<file path="config.mk">
export PLATFORM = sky130hd
export DESIGN_NAME = toggle_stream_decoder
export DESIGN_NICKNAME = d
export VERILOG_FILES = /design/src/rtl/toggle_stream_decoder.sv
export SDC_FILE = /design/constraint.sdc
export NUM_CORES = 1
export LEC_CHECK = 0
export CELL_PAD_IN_SITES_DETAIL_PLACEMENT = 1
export CELL_PAD_IN_SITES_GLOBAL_PLACEMENT = 1
export CORE_ASPECT_RATIO = 0.9
export CORE_MARGIN = 1.5
export CORE_UTILIZATION = 46
export CTS_BUF_LIST = sky130_fd_sc_hd__clkbuf_4
export CTS_CLUSTER_DIAMETER = 120
export DETAILED_ROUTE_END_ITERATION = 12
export PLACE_DENSITY_LB_ADDON = 0.1
export SYNTH_ARGS = -nofsm -noshare
export SYNTH_HDL_FRONTEND = slang
export SYNTH_SLANG_ARGS = --single-unit
export TNS_END_PERCENT = 1
</file>
<file path="constraint.sdc">
create_clock -name clk -period 2.5 [get_ports clk]
set_input_delay 0.5 -clock clk [delete_from_list [all_inputs] [get_ports clk]]
set_output_delay 0.5 -clock clk [all_outputs]
set_load 0.01 [all_outputs]
</file>
<file path="src/rtl/toggle_stream_decoder.sv">
`default_nettype none
// ============================================================================
// Module   : toggle_stream_decoder
// Brief    : Decodes a toggle-encoded serial line, hunts for a sync word,
//            assembles a data byte plus even-parity bit, and hands the byte
//            off through a valid/ready holding register.
// Revision : 1.0 - initial release
// ============================================================================
module toggle_stream_decoder #(
    parameter logic [7:0] SYNC_WORD = 8'h7E
) (
    input  logic       clk,
    input  logic       rst,
    input  logic       sample_en,
    input  logic       line_in,
    input  logic       data_ready,
    input  logic       overrun_clr,
    output logic [7:0] data_out,
    output logic       data_valid,
    output logic       parity_err,
    output logic       overrun,
    output logic [7:0] frame_cnt
);

    localparam logic [1:0] S_HUNT   = 2'd0;
    localparam logic [1:0] S_DATA   = 2'd1;
    localparam logic [1:0] S_PARITY = 2'd2;

    logic [1:0] r_state;
    logic       r_prev_line;
    logic [7:0] r_hunt_sr;
    logic [7:0] r_data_sr;
    logic [2:0] r_bit_cnt;
    logic [7:0] r_data_out;
    logic       r_data_valid;
    logic       r_parity_err;
    logic       r_overrun;
    logic [7:0] r_frame_cnt;

    logic [1:0] w_state_nxt;
    logic       w_prev_line_nxt;
    logic [7:0] w_hunt_sr_nxt;
    logic [7:0] w_data_sr_nxt;
    logic [2:0] w_bit_cnt_nxt;
    logic [7:0] w_data_out_nxt;
    logic       w_data_valid_nxt;
    logic       w_parity_err_nxt;
    logic       w_overrun_nxt;
    logic [7:0] w_frame_cnt_nxt;
    logic       w_d;
    logic       w_complete;
    logic       w_parity_bad;

    assign w_d          = line_in ^ r_prev_line;
    assign w_parity_bad = (^r_data_sr) ^ w_d;

    always_comb begin
        w_state_nxt      = r_state;
        w_prev_line_nxt  = r_prev_line;
        w_hunt_sr_nxt    = r_hunt_sr;
        w_data_sr_nxt    = r_data_sr;
        w_bit_cnt_nxt    = r_bit_cnt;
        w_data_out_nxt   = r_data_out;
        w_data_valid_nxt = r_data_valid;
        w_parity_err_nxt = r_parity_err;
        w_overrun_nxt    = r_overrun;
        w_frame_cnt_nxt  = r_frame_cnt;
        w_complete       = 1'b0;

        if (sample_en) begin
            w_prev_line_nxt = line_in;
            case (r_state)
                S_HUNT: begin
                    w_hunt_sr_nxt = {r_hunt_sr[6:0], w_d};
                    if (w_hunt_sr_nxt == SYNC_WORD) begin
                        w_state_nxt   = S_DATA;
                        w_bit_cnt_nxt = 3'd0;
                    end
                end
                S_DATA: begin
                    w_data_sr_nxt[r_bit_cnt] = w_d;
                    w_bit_cnt_nxt            = r_bit_cnt + 3'd1;
                    if (r_bit_cnt == 3'd7) begin
                        w_state_nxt = S_PARITY;
                    end
                end
                S_PARITY: begin
                    w_complete    = 1'b1;
                    w_state_nxt   = S_HUNT;
                    w_hunt_sr_nxt = 8'h00;
                end
                default: w_state_nxt = S_HUNT;
            endcase
        end

        // A consume and a fresh load in the same cycle keep data_valid high.
        if (w_complete) begin
            w_frame_cnt_nxt = r_frame_cnt + 8'd1;
            if (!r_data_valid || data_ready) begin
                w_data_out_nxt   = r_data_sr;
                w_parity_err_nxt = w_parity_bad;
                w_data_valid_nxt = 1'b1;
            end else begin
                w_overrun_nxt = 1'b1;
            end
        end else if (r_data_valid && data_ready) begin
            w_data_valid_nxt = 1'b0;
        end

        if (overrun_clr && !(w_complete && r_data_valid && !data_ready)) begin
            w_overrun_nxt = 1'b0;
        end
    end

    always_ff @(posedge clk) begin
        if (rst) begin
            r_state      <= S_HUNT;
            r_prev_line  <= 1'b0;
            r_hunt_sr    <= 8'h00;
            r_data_sr    <= 8'h00;
            r_bit_cnt    <= 3'd0;
            r_data_out   <= 8'h00;
            r_data_valid <= 1'b0;
            r_parity_err <= 1'b0;
            r_overrun    <= 1'b0;
            r_frame_cnt  <= 8'h00;
        end else begin
            r_state      <= w_state_nxt;
            r_prev_line  <= w_prev_line_nxt;
            r_hunt_sr    <= w_hunt_sr_nxt;
            r_data_sr    <= w_data_sr_nxt;
            r_bit_cnt    <= w_bit_cnt_nxt;
            r_data_out   <= w_data_out_nxt;
            r_data_valid <= w_data_valid_nxt;
            r_parity_err <= w_parity_err_nxt;
            r_overrun    <= w_overrun_nxt;
            r_frame_cnt  <= w_frame_cnt_nxt;
        end
    end

    assign data_out   = r_data_out;
    assign data_valid = r_data_valid;
    assign parity_err = r_parity_err;
    assign overrun    = r_overrun;
    assign frame_cnt  = r_frame_cnt;

endmodule
`default_nettype wire

</file>
## After elaboration in Yosys (flattened, before gate mapping)

Index checks and enable logic that the tools add are counted.

| word-level totals | value |
|---|---|
| flip-flop bits (word level) | 40 |
| bits of input ports | 6 |
| word-level logic and storage cells | 60 |

| operators by class | value |
|---|---|
| add/subtract/negate cells | 2 |
| magnitude comparators | 2 |
| equality and inequality tests | 7 |
| mux-type cells | 14 |
| bitwise operators | 3 |
| reductions and logical operators | 22 |

Operators with widths:

| operator | number |
|---|---|
| $pmux 7 s2 | 1 |
| $reduce_and 2->1 | 5 |
| $add 8x1->8 const B | 1 |
| $bwmux 8 | 1 |
| $eq 8x7->1 const B | 1 |
| $reduce_xor 8->1 | 1 |
| $mux 1 | 6 |
| $pmux 3 s2 | 1 |
| $reduce_and 3->1 | 2 |
| $reduce_bool 2->1 | 3 |
| $logic_and 1x1->1 | 5 |
| $lt 3x4->1 const B | 1 |
| $mux 2 | 2 |
| $ne 2x2->1 const B | 2 |
| $pmux 2 s2 | 1 |
| $add 3x1->3 const B | 1 |
| $demux 1 s3 | 1 |
| $eq 3x3->1 const B | 1 |
| $ge 3x1->1 const B | 1 |
| $logic_not 1->1 | 3 |
| $mux 3 | 1 |
| $eq 2x1->1 const B | 1 |
| $eq 2x2->1 const B | 1 |
| $logic_not 2->1 | 1 |
| other kinds (5) | 6 |

## Logic depth before layout (Yosys ltp)

| depth | value |
|---|---|
| depth after elaboration | 8 |
| mapped depth | 6 |
| mapped depth without buffers | 5 |

## Worst setup path before layout

Ideal clock, no wire load.

| timing path | value |
|---|---|
| path kind | input port to flip-flop |
| from | in line_in |
| to | reg r_parity_err (netlist: parity_err) |
| setup time | 0.086 ns |
| arrival | 1.423 ns |
| required time | 2.414 ns |
| path slack | 0.992 ns |
| stages on the path | 4 |
| buffers on the path | 0 |
| cell sequence | xor2_1 > xnor3_1 > xnor2_1 > a211oi_1 |

| on the way | value |
|---|---|
| cells in the longest elaborated chain, start to end | 2 |

RTL lines:

| item | RTL line | source |
|---|---|---|
| start, declared | 15 | `input logic line_in,` |
| $xor 1x1->1 | 54 | `assign w_d = line_in ^ r_prev_line;` |
| $xor 1x1->1 | 55 | `assign w_parity_bad = (^r_data_sr) ^ w_d;` |
| end signal, assigned | 135 | `r_parity_err <= w_parity_err_nxt;` |
| end, declared | 36 | `logic r_parity_err;` |

Every way passes these cells.
A chain may end at the register's enable or synchronous reset.

## Final worst setup path

| timing path | value |
|---|---|
| from | in line_in |
| to | reg r_bit_cnt[0] |

| on the way | value |
|---|---|
| cells in the longest elaborated chain, start to end | 4 |

RTL lines:

| item | RTL line | source |
|---|---|---|
| $xor 1x1->1 | 54 |  |
| $eq 8x7->1 | 75 | `if (w_hunt_sr_nxt == SYNC_WORD) begin` |
| $ne 2x2->1 (no line) | - |  |
| $reduce_and 3->1 (no line) | - |  |
| end signal, assigned | 132 | `r_bit_cnt <= w_bit_cnt_nxt;` |
| end, declared | 33 | `logic [2:0] r_bit_cnt;` |

Every way passes these cells.

==> results.py <==
metrics = {
    "run_status": {
        "status": "finished clean",
    },
    "global_route": {
        "grt_max_degree": 41,
        "overflow": 0,
        "antenna_found_initial": 0,
        "grt_pass1_vias": 1420,
        "grt_pass1_wl_microns": 6750,
        "grt_usage_pct": 19.7,
    },
    "layout": {
        "diodes": 0,
        "drive_gt1_share_pct": 8.41,
        "fillers": 431,
        "regArea_sq_um": 801,
        "multi_input_area_sq_um": 957,
        "final_cell_area_sq_um": 2120,
        "syn_to_final_growth_pct": 16.4,
        "layoutNonFillerInstCount": 260,
        "nets": 225,
    },
    "run": {
        "maxCapViolations": 0,
    },
    "place": {
        "port_buffers": 24,
        "gp_congestion": 0.694,
        "hpwl_microns": 2840,
        "numPlacedInstances": 255,
        "placed_area_sq_um": 2080,
    },
    "sta": {
        "rsz0062_at_grt": "false",
        "hold_slack_ps": 469,
        "maxClockFrequency_ghz": 0.533,
        "period_share_pct": 75.0,
        "hold_viol_final": 0,
        "worst_slew_pin_slew_ps": 518,
        "fin_skew_ps": 12.8,
        "setup_tns_ps": 0,
        "finalSetupViolations": 0,
        "drv_slew": 0,
        "slew_headroom_pct": 65.4,
        "fin_crit_ps": 1880,
    },
    "synth": {
        "synth.net_count": 203,
        "ys_top_cells_by_area": "dfxtp_1 (44%), mux2i_1 (8.8%), nor2_1 (6.2%), xnor2_1 (4.8%), a21oi_1 (3.8%)",
        "synthAdderAreaFrac_pct": 2.06,
        "synth.top_cell.area_share_pct": 44.0,
        "synthCells": 194,
        "synth_area_sq_um": 1820,
        "yosys_warnings": 0,
        "synthMuxAreaShare_pct": 8.80,
        "synth_common_cells": "dfxtp_1 (40), nor2_1 (30), mux2i_1 (16), nand2_1 (15), a21oi_1 (14)",
        "synth_top_family_by_area": "simple AND/OR/NAND/NOR gates",
        "netlist-cell-type-count": 33,
        "synthArstFlopShare_pct": 0,
        "synth_seq_cells": 40,
        "synth_top_area_cell": "dfxtp_1",
        "synth_compound_area_share_pct": 6.74,
        "synth_edf_count": 0,
        "seq_area_frac_synth_pct": 44.0,
        "synth_most_common_cell": "dfxtp_1",
        "synth-simple-area-share_pct": 28.0,
        "postSynthAreaPerCell_sq_um": 9.38,
        "synth-xor-area-share_pct": 7.01,
        "synthFlopType": "dfxtp_1",
    },
    "power": {
        "irDropWorstVdd_mv": 0.359,
        "power_uw": 983,
        "p_per_area_nw_per_um2": 464,
        "p_leak_nw": 0.754,
    },
    "cts": {
        "clock_path_buffers": 2,
        "cts_resized": 0,
        "htree_levels": 2,
        "root_buffer": "clkbuf_4",
        "cts_buffers": 5,
        "cts.sinks": 40,
        "post_cts.repair.setup_buffers": 0,
        "clk_pin_slew_ps": 100,
        "cts_tree": "built",
        "postCtsHoldBufs": 0,
        "clock_latency_ps": 350,
    },
    "worst_hold_path": {
        "hold_class": "flip-flop to flip-flop",
    },
    "routing": {
        "drt_drc_violations_left": 0,
        "vias_per_cell": 5.39,
        "antenna_left": 0,
        "first_pass_iters": 4,
        "drtIter0Drc": 66,
        "num_vias": 1402,
        "wl_per_cell_microns": 15.4,
        "drt-total-wl_microns": 4000,
    },
    "setup_path": {
        "required_ps": 2720,
        "worst_ep_arrival_time_ps": 2100,
        "cp-end-kind": "flip-flop",
        "start_kind": "primary input",
        "critical_path.max_fanout": 11,
        "critical_path_class": "primary input to flip-flop",
    },
    "die": {
        "rows": 21,
        "initial_core_util_pct": 48.5,
        "die-area_sq_um": 4340,
        "io_pins": 25,
        "die_w_microns": 69.3,
        "core_sq_um": 3760,
        "die_h_microns": 62.7,
    },
}
-- cells by family after synthesis --
logic type	count (synthesis)
multiplexers	16
flip-flops	40
buffers and inverters	13
adder cells (fa/ha/maj)	3
AO/OA/AOI/OAI	22
XOR/XNOR	13
AND/OR/NAND/NOR	87
-- layout by cell type, fill, tap and decap left out, types with 4 or more instances in the layout --
master            n
mux2i_1          16
clkdlybuf4s50_1  24
nor2_1           30
nor2b_1           4
nand3_1           6
nand2_1          15
dfxtp_1          40
nand3b_1          9
a21oi_1          14
xnor2_1          10
nor3_1            5
clkbuf_4          5
-- final cells by class --
cell class	instances	area share [%]
clock buffer	5	1.77
inverter	1	0.177
multi-input combinational	141	45.2
sequential	40	37.8
tap	46	2.72
timing repair buffer	27	12.4
-- state kept, by name, indices dropped and copies added, names as in the netlist --
signal,count
data_out,8
data_valid,1
frame_cnt,8
overrun,1
parity_err,1
r_bit_cnt,3
r_data_sr,8
r_hunt_sr,7
r_prev_line,1
r_state,2
-- path summary, 6_finish.rpt --
check / startpoint / to / slack, ps / cells past startpoint
worst max-delay path: line_in / r_bit_cnt[0] / 620 / 6
worst min-delay path: r_hunt_sr[6] / r_hunt_sr[6] / 470 / 2
worst max register to register: r_state[1] / r_bit_cnt[0] / 840 / 4
worst min register to register: r_hunt_sr[6] / r_hunt_sr[6] / 470 / 2
-- per-layer routing --
metal | vias up | global-route usage [%] | part of all wire, %
li1 | 706 | - | -
met4 | 0 | 6.13 | 1.4
met2 | 15 | 34.9 | 50
met1 | 676 | 22.0 | 46
met3 | 5 | 6.94 | 2.7
met5 | - | 0 | 0
-- power by group --
group          internal, mW  total (mW)  leakage [nW]  switching [mW]
Clock                0.0941       0.289        0.0230           0.195
Combinational        0.0213      0.0511         0.409          0.0297
Sequential            0.640       0.643         0.322         0.00249
-- critical path, stage by stage --
cell and delay, ps:
clkdlybuf4s50_1 440, xor2_1 180, buf_4 190, or4_1 580, nand3_1 130, a21oi_1 70
-- through the flow --
stage | worst slack (ps) | utilization, %
finish | 625 | 56.4
global route | 553 | 56.4
floorplan | 992 | -
global placement | 309 | 55.4
detailed placement | 263 | 55.4
CTS | 630 | 56.4
No activity file was read; power rests on OpenSTA's default activity.
